## config.mk

```make
export PLATFORM = sky130hd
export DESIGN_NAME = pipe_hazard_ctrl_flat
export DESIGN_NICKNAME = d
export VERILOG_FILES = /design/src/rtl/pipe_hazard_ctrl_if.sv /design/src/rtl/pipe_hazard_ctrl.sv /design/src/flat_wrapper.sv
export SDC_FILE = /design/constraint.sdc
export NUM_CORES = 1
export LEC_CHECK = 0
export ABC_AREA = 1
export BUFFER_PORTS_ARGS = -buffer_cell sky130_fd_sc_hd__buf_2
export CORE_ASPECT_RATIO = 1.5
export CORE_MARGIN = 2
export CORE_UTILIZATION = 30
export CTS_CLUSTER_SIZE = 30
export DETAILED_ROUTE_END_ITERATION = 8
export GPL_ROUTABILITY_DRIVEN = 0
export SYNTH_ARGS = -nofsm -noshare
export SYNTH_HDL_FRONTEND = slang
export SYNTH_SLANG_ARGS = --single-unit
export TNS_END_PERCENT = 50
```

## constraint.sdc

```tcl
create_clock -name clk -period 1.6 [get_ports clk]
set_input_delay 0 -clock clk [delete_from_list [all_inputs] [get_ports clk]]
set_output_delay 0 -clock clk [all_outputs]
set_load 0.02 [all_outputs]
```

## src/rtl/pipe_hazard_ctrl_if.sv

```systemverilog
// Hazard-controller bundle: pipeline stage contents and memory handshake
// in, pipeline write/flush/hold controls and status out.
//   master : pipeline side (drives stage contents, receives controls)
//   slave  : pipe_hazard_ctrl
// Inputs : i_IDEX_MemRead, i_IDEX_Rt, i_IFID_Rs, i_IFID_Rt, i_IFID_Uses_Rt,
//          i_EXMEM_Branch, i_EXMEM_Zero, i_Mem_Req, i_Mem_Ready
// Outputs: o_PC_Write, o_IFID_Write, o_IFID_Flush, o_IDEX_Flush,
//          o_EXMEM_Flush, o_Pipe_Hold, o_Mem_Timeout, o_Stall_Count, o_State
interface pipe_hazard_ctrl_if #(
  parameter int REG_W = 3,
  parameter int CNT_W = 16
);
  logic             i_IDEX_MemRead;
  logic [REG_W-1:0] i_IDEX_Rt;
  logic [REG_W-1:0] i_IFID_Rs;
  logic [REG_W-1:0] i_IFID_Rt;
  logic             i_IFID_Uses_Rt;
  logic             i_EXMEM_Branch;
  logic             i_EXMEM_Zero;
  logic             i_Mem_Req;
  logic             i_Mem_Ready;
  logic             o_PC_Write;
  logic             o_IFID_Write;
  logic             o_IFID_Flush;
  logic             o_IDEX_Flush;
  logic             o_EXMEM_Flush;
  logic             o_Pipe_Hold;
  logic             o_Mem_Timeout;
  logic [CNT_W-1:0] o_Stall_Count;
  logic [1:0]       o_State;

  modport master (
    output i_IDEX_MemRead, i_IDEX_Rt, i_IFID_Rs, i_IFID_Rt, i_IFID_Uses_Rt,
           i_EXMEM_Branch, i_EXMEM_Zero, i_Mem_Req, i_Mem_Ready,
    input  o_PC_Write, o_IFID_Write, o_IFID_Flush, o_IDEX_Flush,
           o_EXMEM_Flush, o_Pipe_Hold, o_Mem_Timeout, o_Stall_Count, o_State
  );

  modport slave (
    input  i_IDEX_MemRead, i_IDEX_Rt, i_IFID_Rs, i_IFID_Rt, i_IFID_Uses_Rt,
           i_EXMEM_Branch, i_EXMEM_Zero, i_Mem_Req, i_Mem_Ready,
    output o_PC_Write, o_IFID_Write, o_IFID_Flush, o_IDEX_Flush,
           o_EXMEM_Flush, o_Pipe_Hold, o_Mem_Timeout, o_Stall_Count, o_State
  );
endinterface

```

## src/rtl/pipe_hazard_ctrl.sv

```systemverilog
// Central hazard/sequencing controller for the 16-bit, 8-register pipelined
// MIPS core. Resolves load-use stalls, taken-branch flushes and multi-cycle
// data-memory waits, and counts stalled cycles.
// Ports:
//   clk   : controller state updates on the rising edge; the pipeline
//           registers capture on the falling edge, so the control outputs
//           are combinational from state and inputs.
//   reset : asynchronous, active-high; forces all flushes high, enables low.
//   hz    : pipe_hazard_ctrl_if slave (stage contents in, controls out).
module pipe_hazard_ctrl #(
  parameter int REG_W    = 3,
  parameter int WAIT_MAX = 15,  // 1..255
  parameter int CNT_W    = 16
) (
  input  logic              clk,
  input  logic              reset,
  pipe_hazard_ctrl_if.slave hz
);

  typedef enum logic [1:0] {
    RUN      = 2'd0,
    LU_STALL = 2'd1,
    MEM_WAIT = 2'd2,
    FLUSH    = 2'd3
  } state_t;

  localparam logic [7:0]       WAIT_LIMIT = 8'(WAIT_MAX);
  localparam logic [CNT_W-1:0] CNT_MAX    = {CNT_W{1'b1}};

  state_t           state_r;
  state_t           state_nxt_s;
  logic [7:0]       wait_cnt_r;
  logic [7:0]       wait_cnt_nxt_s;
  logic             tmo_r;
  logic             tmo_set_s;
  logic [CNT_W-1:0] stall_cnt_r;

  logic [REG_W-1:0] idex_rt_s;
  logic [REG_W-1:0] ifid_rs_s;
  logic [REG_W-1:0] ifid_rt_s;
  logic             mem_wait_s;
  logic             taken_s;
  logic             loaduse_s;

  logic pc_write_s;
  logic ifid_write_s;
  logic ifid_flush_s;
  logic idex_flush_s;
  logic exmem_flush_s;
  logic pipe_hold_s;

  assign idex_rt_s = hz.i_IDEX_Rt;
  assign ifid_rs_s = hz.i_IFID_Rs;
  assign ifid_rt_s = hz.i_IFID_Rt;

  // Raw hazard events; register 0 is hard-wired so it never creates a load-use.
  always_comb begin
    mem_wait_s = hz.i_Mem_Req & ~hz.i_Mem_Ready;
    taken_s    = hz.i_EXMEM_Branch & hz.i_EXMEM_Zero;
    loaduse_s  = hz.i_IDEX_MemRead & (idex_rt_s != {REG_W{1'b0}}) &
                 ((idex_rt_s == ifid_rs_s) |
                  (hz.i_IFID_Uses_Rt & (idex_rt_s == ifid_rt_s)));
  end

  // Next-state, wait-counter and control-output decode.
  always_comb begin
    state_nxt_s    = RUN;
    wait_cnt_nxt_s = 8'd0;
    tmo_set_s      = 1'b0;
    pc_write_s     = 1'b1;
    ifid_write_s   = 1'b1;
    ifid_flush_s   = 1'b0;
    idex_flush_s   = 1'b0;
    exmem_flush_s  = 1'b0;
    pipe_hold_s    = 1'b0;
    case (state_r)
      RUN, LU_STALL, FLUSH: begin
        // LU_STALL masks load-use (the stalled pair already got its bubble);
        // FLUSH masks branches (EX/MEM holds a flushed, invalid instruction).
        if (mem_wait_s) begin
          pc_write_s     = 1'b0;
          ifid_write_s   = 1'b0;
          pipe_hold_s    = 1'b1;
          state_nxt_s    = MEM_WAIT;
          wait_cnt_nxt_s = 8'd1;
        end else if (taken_s && (state_r != FLUSH)) begin
          ifid_flush_s  = 1'b1;
          idex_flush_s  = 1'b1;
          exmem_flush_s = 1'b1;
          state_nxt_s   = FLUSH;
        end else if (loaduse_s && (state_r == RUN)) begin
          pc_write_s   = 1'b0;
          ifid_write_s = 1'b0;
          idex_flush_s = 1'b1;
          state_nxt_s  = LU_STALL;
        end else begin
          state_nxt_s = RUN;
        end
      end
      MEM_WAIT: begin
        if (hz.i_Mem_Ready) begin
          // Access completes this cycle: release the hold immediately.
          state_nxt_s = RUN;
        end else if ((wait_cnt_r + 8'd1) >= WAIT_LIMIT) begin
          // This is the WAIT_MAX-th held cycle; give up after it.
          pc_write_s   = 1'b0;
          ifid_write_s = 1'b0;
          pipe_hold_s  = 1'b1;
          tmo_set_s    = 1'b1;
          state_nxt_s  = RUN;
        end else begin
          pc_write_s     = 1'b0;
          ifid_write_s   = 1'b0;
          pipe_hold_s    = 1'b1;
          state_nxt_s    = MEM_WAIT;
          wait_cnt_nxt_s = wait_cnt_r + 8'd1;
        end
      end
      default: begin
        state_nxt_s = RUN;
      end
    endcase
  end

  // FSM state and memory-wait counter.
  always_ff @(posedge clk or posedge reset) begin
    if (reset) begin
      state_r    <= RUN;
      wait_cnt_r <= 8'd0;
    end else begin
      state_r    <= state_nxt_s;
      wait_cnt_r <= wait_cnt_nxt_s;
    end
  end

  // Sticky timeout flag and saturating stall-cycle counter.
  always_ff @(posedge clk or posedge reset) begin
    if (reset) begin
      tmo_r       <= 1'b0;
      stall_cnt_r <= {CNT_W{1'b0}};
    end else begin
      tmo_r <= tmo_r | tmo_set_s;
      if (!pc_write_s && (stall_cnt_r != CNT_MAX)) begin
        stall_cnt_r <= stall_cnt_r + {{(CNT_W-1){1'b0}}, 1'b1};
      end else begin
        stall_cnt_r <= stall_cnt_r;
      end
    end
  end

  // Output drive; reset overrides the decode so the whole pipe is flushed.
  always_comb begin
    if (reset) begin
      hz.o_PC_Write    = 1'b0;
      hz.o_IFID_Write  = 1'b0;
      hz.o_IFID_Flush  = 1'b1;
      hz.o_IDEX_Flush  = 1'b1;
      hz.o_EXMEM_Flush = 1'b1;
      hz.o_Pipe_Hold   = 1'b0;
    end else begin
      hz.o_PC_Write    = pc_write_s;
      hz.o_IFID_Write  = ifid_write_s;
      hz.o_IFID_Flush  = ifid_flush_s;
      hz.o_IDEX_Flush  = idex_flush_s;
      hz.o_EXMEM_Flush = exmem_flush_s;
      hz.o_Pipe_Hold   = pipe_hold_s;
    end
  end

  assign hz.o_Mem_Timeout = tmo_r;
  assign hz.o_Stall_Count = stall_cnt_r;
  assign hz.o_State       = state_r;

endmodule
```

## src/flat_wrapper.sv

```systemverilog
// flat-port wrapper written by rule: the top's interface ports become plain ports
module pipe_hazard_ctrl_flat 
#(
  parameter int REG_W    = 3,
  parameter int WAIT_MAX = 15,           
  parameter int CNT_W    = 16
)
  (clk, reset, hz_i_IDEX_MemRead, hz_i_IDEX_Rt, hz_i_IFID_Rs, hz_i_IFID_Rt, hz_i_IFID_Uses_Rt, hz_i_EXMEM_Branch, hz_i_EXMEM_Zero, hz_i_Mem_Req, hz_i_Mem_Ready, hz_o_PC_Write, hz_o_IFID_Write, hz_o_IFID_Flush, hz_o_IDEX_Flush, hz_o_EXMEM_Flush, hz_o_Pipe_Hold, hz_o_Mem_Timeout, hz_o_Stall_Count, hz_o_State);
  pipe_hazard_ctrl_if #(.REG_W(REG_W), .CNT_W(CNT_W)) hz_i ();
  input  logic clk;
  input  logic reset;
  input wire logic [$bits(hz_i.i_IDEX_MemRead)-1:0] hz_i_IDEX_MemRead;
  input wire logic [$bits(hz_i.i_IDEX_Rt)-1:0] hz_i_IDEX_Rt;
  input wire logic [$bits(hz_i.i_IFID_Rs)-1:0] hz_i_IFID_Rs;
  input wire logic [$bits(hz_i.i_IFID_Rt)-1:0] hz_i_IFID_Rt;
  input wire logic [$bits(hz_i.i_IFID_Uses_Rt)-1:0] hz_i_IFID_Uses_Rt;
  input wire logic [$bits(hz_i.i_EXMEM_Branch)-1:0] hz_i_EXMEM_Branch;
  input wire logic [$bits(hz_i.i_EXMEM_Zero)-1:0] hz_i_EXMEM_Zero;
  input wire logic [$bits(hz_i.i_Mem_Req)-1:0] hz_i_Mem_Req;
  input wire logic [$bits(hz_i.i_Mem_Ready)-1:0] hz_i_Mem_Ready;
  output wire logic [$bits(hz_i.o_PC_Write)-1:0] hz_o_PC_Write;
  output wire logic [$bits(hz_i.o_IFID_Write)-1:0] hz_o_IFID_Write;
  output wire logic [$bits(hz_i.o_IFID_Flush)-1:0] hz_o_IFID_Flush;
  output wire logic [$bits(hz_i.o_IDEX_Flush)-1:0] hz_o_IDEX_Flush;
  output wire logic [$bits(hz_i.o_EXMEM_Flush)-1:0] hz_o_EXMEM_Flush;
  output wire logic [$bits(hz_i.o_Pipe_Hold)-1:0] hz_o_Pipe_Hold;
  output wire logic [$bits(hz_i.o_Mem_Timeout)-1:0] hz_o_Mem_Timeout;
  output wire logic [$bits(hz_i.o_Stall_Count)-1:0] hz_o_Stall_Count;
  output wire logic [$bits(hz_i.o_State)-1:0] hz_o_State;
  assign hz_i.i_IDEX_MemRead = hz_i_IDEX_MemRead;
  assign hz_i.i_IDEX_Rt = hz_i_IDEX_Rt;
  assign hz_i.i_IFID_Rs = hz_i_IFID_Rs;
  assign hz_i.i_IFID_Rt = hz_i_IFID_Rt;
  assign hz_i.i_IFID_Uses_Rt = hz_i_IFID_Uses_Rt;
  assign hz_i.i_EXMEM_Branch = hz_i_EXMEM_Branch;
  assign hz_i.i_EXMEM_Zero = hz_i_EXMEM_Zero;
  assign hz_i.i_Mem_Req = hz_i_Mem_Req;
  assign hz_i.i_Mem_Ready = hz_i_Mem_Ready;
  assign hz_o_PC_Write = hz_i.o_PC_Write;
  assign hz_o_IFID_Write = hz_i.o_IFID_Write;
  assign hz_o_IFID_Flush = hz_i.o_IFID_Flush;
  assign hz_o_IDEX_Flush = hz_i.o_IDEX_Flush;
  assign hz_o_EXMEM_Flush = hz_i.o_EXMEM_Flush;
  assign hz_o_Pipe_Hold = hz_i.o_Pipe_Hold;
  assign hz_o_Mem_Timeout = hz_i.o_Mem_Timeout;
  assign hz_o_Stall_Count = hz_i.o_Stall_Count;
  assign hz_o_State = hz_i.o_State;
  pipe_hazard_ctrl #(.REG_W(REG_W), .WAIT_MAX(WAIT_MAX), .CNT_W(CNT_W)) u_core (.clk(clk), .reset(reset), .hz(hz_i));
endmodule
```

==> qor.txt <==
status: finished clean
non-filler cells, final: 385
Compound-Gate Fraction of Synth Area: 1.27%
Wirelength per Cell: 10.8 um
routed via count: 1679
total core area: 0.00574 mm2
DRT Pass-1 Iters: 4
Cells after Synth: 257
max frequency: 673 MHz
die width: 66.8 um
total track usage: 13.2%
Post-DP HPWL: 3250 um
YS warnings: 0
worst ir drop on vdd: 0.000279 V
initial core utilization: 30.9%
layout cell share with drive strength beyond 1: 24.9%
CTS buffer count: 3
# rows: 34
Final Hold Violating Endpoints: 0
post-synthesis register bit count: 27
final setup vio count: 0
Ports: 42
post-route setup slack: 0.114 ns
drt drc: 0
TritonCTS clock tree: yes
xor and xnor area share after synthesis: 6.41%
Area Growth Syn to Fin: 27.8%
largest net degree at the start of global routing: 20
die area: 0.00656 mm2
Die H: 98.2 um
final wirelength: 4140 um
Total Power: 1.76 mW
largest family of logic cells by synthesized area: simple AND/OR/NAND/NOR gates
post-synthesis mux area share: 0%
vias per cell: 4.36
CTS root buffer: clkbuf_8
dpl cells: 377
commonest non-fill, non-tap cell in the layout: nand2_1
total grt overflow: 0
Worst Path Max Fanout: 4
remaining antenna violation count: 0
antenna fix cells: 0
mean area per synthesized cell: 6.91 um2
final core occ: 39.5%
clock-pin slew on the worst setup and hold paths: 0.10 ns
post-synthesis adder-cell area fraction: 2.11%
initial antenna violation count: 0
max-cap violations: 0
layout net count: 334
worst hold path type: primary input to register
Seq/Total Area, Yosys: 38.1%
global-route wire length before repair: 6850 um
CTS Buffer Depth: 2
minimum clock period: 1.49 ns
DRT iter0 DRCs: 31
Placement Setup Slack: 0.0308 ns
CP Class: register to primary output
mapped cell area: 0.00178 mm2
Filler cells: 637
most frequent cells in the layout: nand2_1 (89), inv_1 (40), buf_2 (39), nand3_1 (30), dfrtp_1 (25)
Setup TNS: 0 ns
CP required: 1.60 ns
CTS Sinks: 27
final period utilization: 92.9%
Post-Synth Simple-Gate Area: 40.7%
Clk Latency, worst-skew pair: 0.28 ns
Post-Route Skew: 0.0106 ns
Port Buf Inserts: 41
Leak: 1.28 nW
vias in the first global route: 1580
# H-tree levels: 1
crit path DAT: 1.49 ns
Worst Setup End Kind: primary output
Power Density: 775 mW/mm2
Final Max Tran Viols: 0
Startpoint Class: register
Netlist cell types: 24
-- synth_stat cells, drive strengths merged --
library cell  count  area (um2)
nor3              6        41.3
ha                3        37.5
o21ai             2        10.0
dfrtp            27         676
conb              1        3.75
nor2             26         110
o21bai            1        7.51
nand2            92         353
inv              41         154
xor2              8        70.1
a21oi             1        5.00
buf               6        46.3
nand4             6        52.6
nand3            32         165
xnor2             5        43.8
-- final cells by class --
cell class / count / area [um2] / share of cell area (%)
timing repair buffer: 55 / 330 / 14.6
sequential: 27 / 678 / 29.9
tap: 72 / 90.1 / 3.97
inverter: 41 / 154 / 6.78
clock buffer: 3 / 41.3 / 1.82
clock inverter: 1 / 5.00 / 0.221
multi-input combinational: 186 / 971 / 42.8
-- kinds of logic (layout without fill, tap and decap cells) --
| logic type | count (synthesis) | in the layout |
|---|---|---|
| DFF | 27 | 27 |
| and+or+nand+nor | 162 | 162 |
| AOI/OAI and AO/OA | 4 | 4 |
| buffers and inverters | 47 | 100 |
| xor gates and xnor gates | 13 | 13 |
| adders and majority gates | 3 | 3 |
| other | 1 | 4 |
-- what timing repair did --
| action | in CTS | in global routing |
|---|---|---|
| pin swaps | 0 | 3 |
| gates resized for setup | 1 | 15 |
| gates cloned | 0 | 0 |
| hold buffers | 1 | 0 |
| hold endpoints to repair | 8 | 0 |
| setup endpoints to repair | 1 | 23 |
| buffers inserted | 0 | 3 |
-- where the power goes --
part	internal, mW	total (mW)	switching, mW
combinational	0.202	0.532	0.330
sequential	0.749	0.825	0.0760
clock	0.175	0.402	0.227
-- metal layers --
metal | wire [um] | global-route usage (%) | part of all wire [%]
met1 | 1750 | 16.4 | 42
met2 | 2270 | 23.4 | 55
met3 | 77 | 1.73 | 1.9
met4 | 42 | 3.61 | 1.0
met5 | 0 | 0 | 0
-- through the flow --
stage	area (um2)	hold WS, ns
global route	2270	0.105
detailed placement	2110	0.0219
CTS	2170	0.0824
finish	2270	0.0905
floorplan	1790	0.0527
global placement	2110	0.0166
-- flip-flops by register name (all words and copies together), names as in the netlist --
name,cells
u_core.hz.o_Stall_Count,16
u_core.wait_cnt_r,8
u_core.hz.o_State,2
u_core.hz.o_Mem_Timeout,1
-- worst paths after layout --
| path | startpoint | endpoint | slack, ns | depth (start not counted) |
|---|---|---|---|---|
| hold reg to reg | u_core.hz.o_Mem_Timeout | u_core.hz.o_Mem_Timeout | 0.47 | 2 |
| min in group asynchronous | reset | u_core.hz.o_State[1] | 0.27 | 3 |
| setup / recovery | u_core.hz.o_State[1] | hz_o_IFID_Write | 0.11 | 7 |
| hold / removal | hz_i_Mem_Req | u_core.hz.o_State[0] | 0.09 | 4 |
| setup reg to reg | u_core.wait_cnt_r[1] | u_core.hz.o_Mem_Timeout | 0.14 | 10 |
| max in group asynchronous | reset | u_core.hz.o_Stall_Count[2] | 0.73 | 4 |
-- worst max-delay path: stages, from the launching register on --
cell	delay [ns]
dfrtp_1	0.42
inv_1	0.08
nand2_1	0.06
nor3_2	0.21
nand3_1	0.11
nand2_2	0.13
nor2_2	0.06
buf_4	0.15
Note: power is estimated with default switching activity, not from simulation.
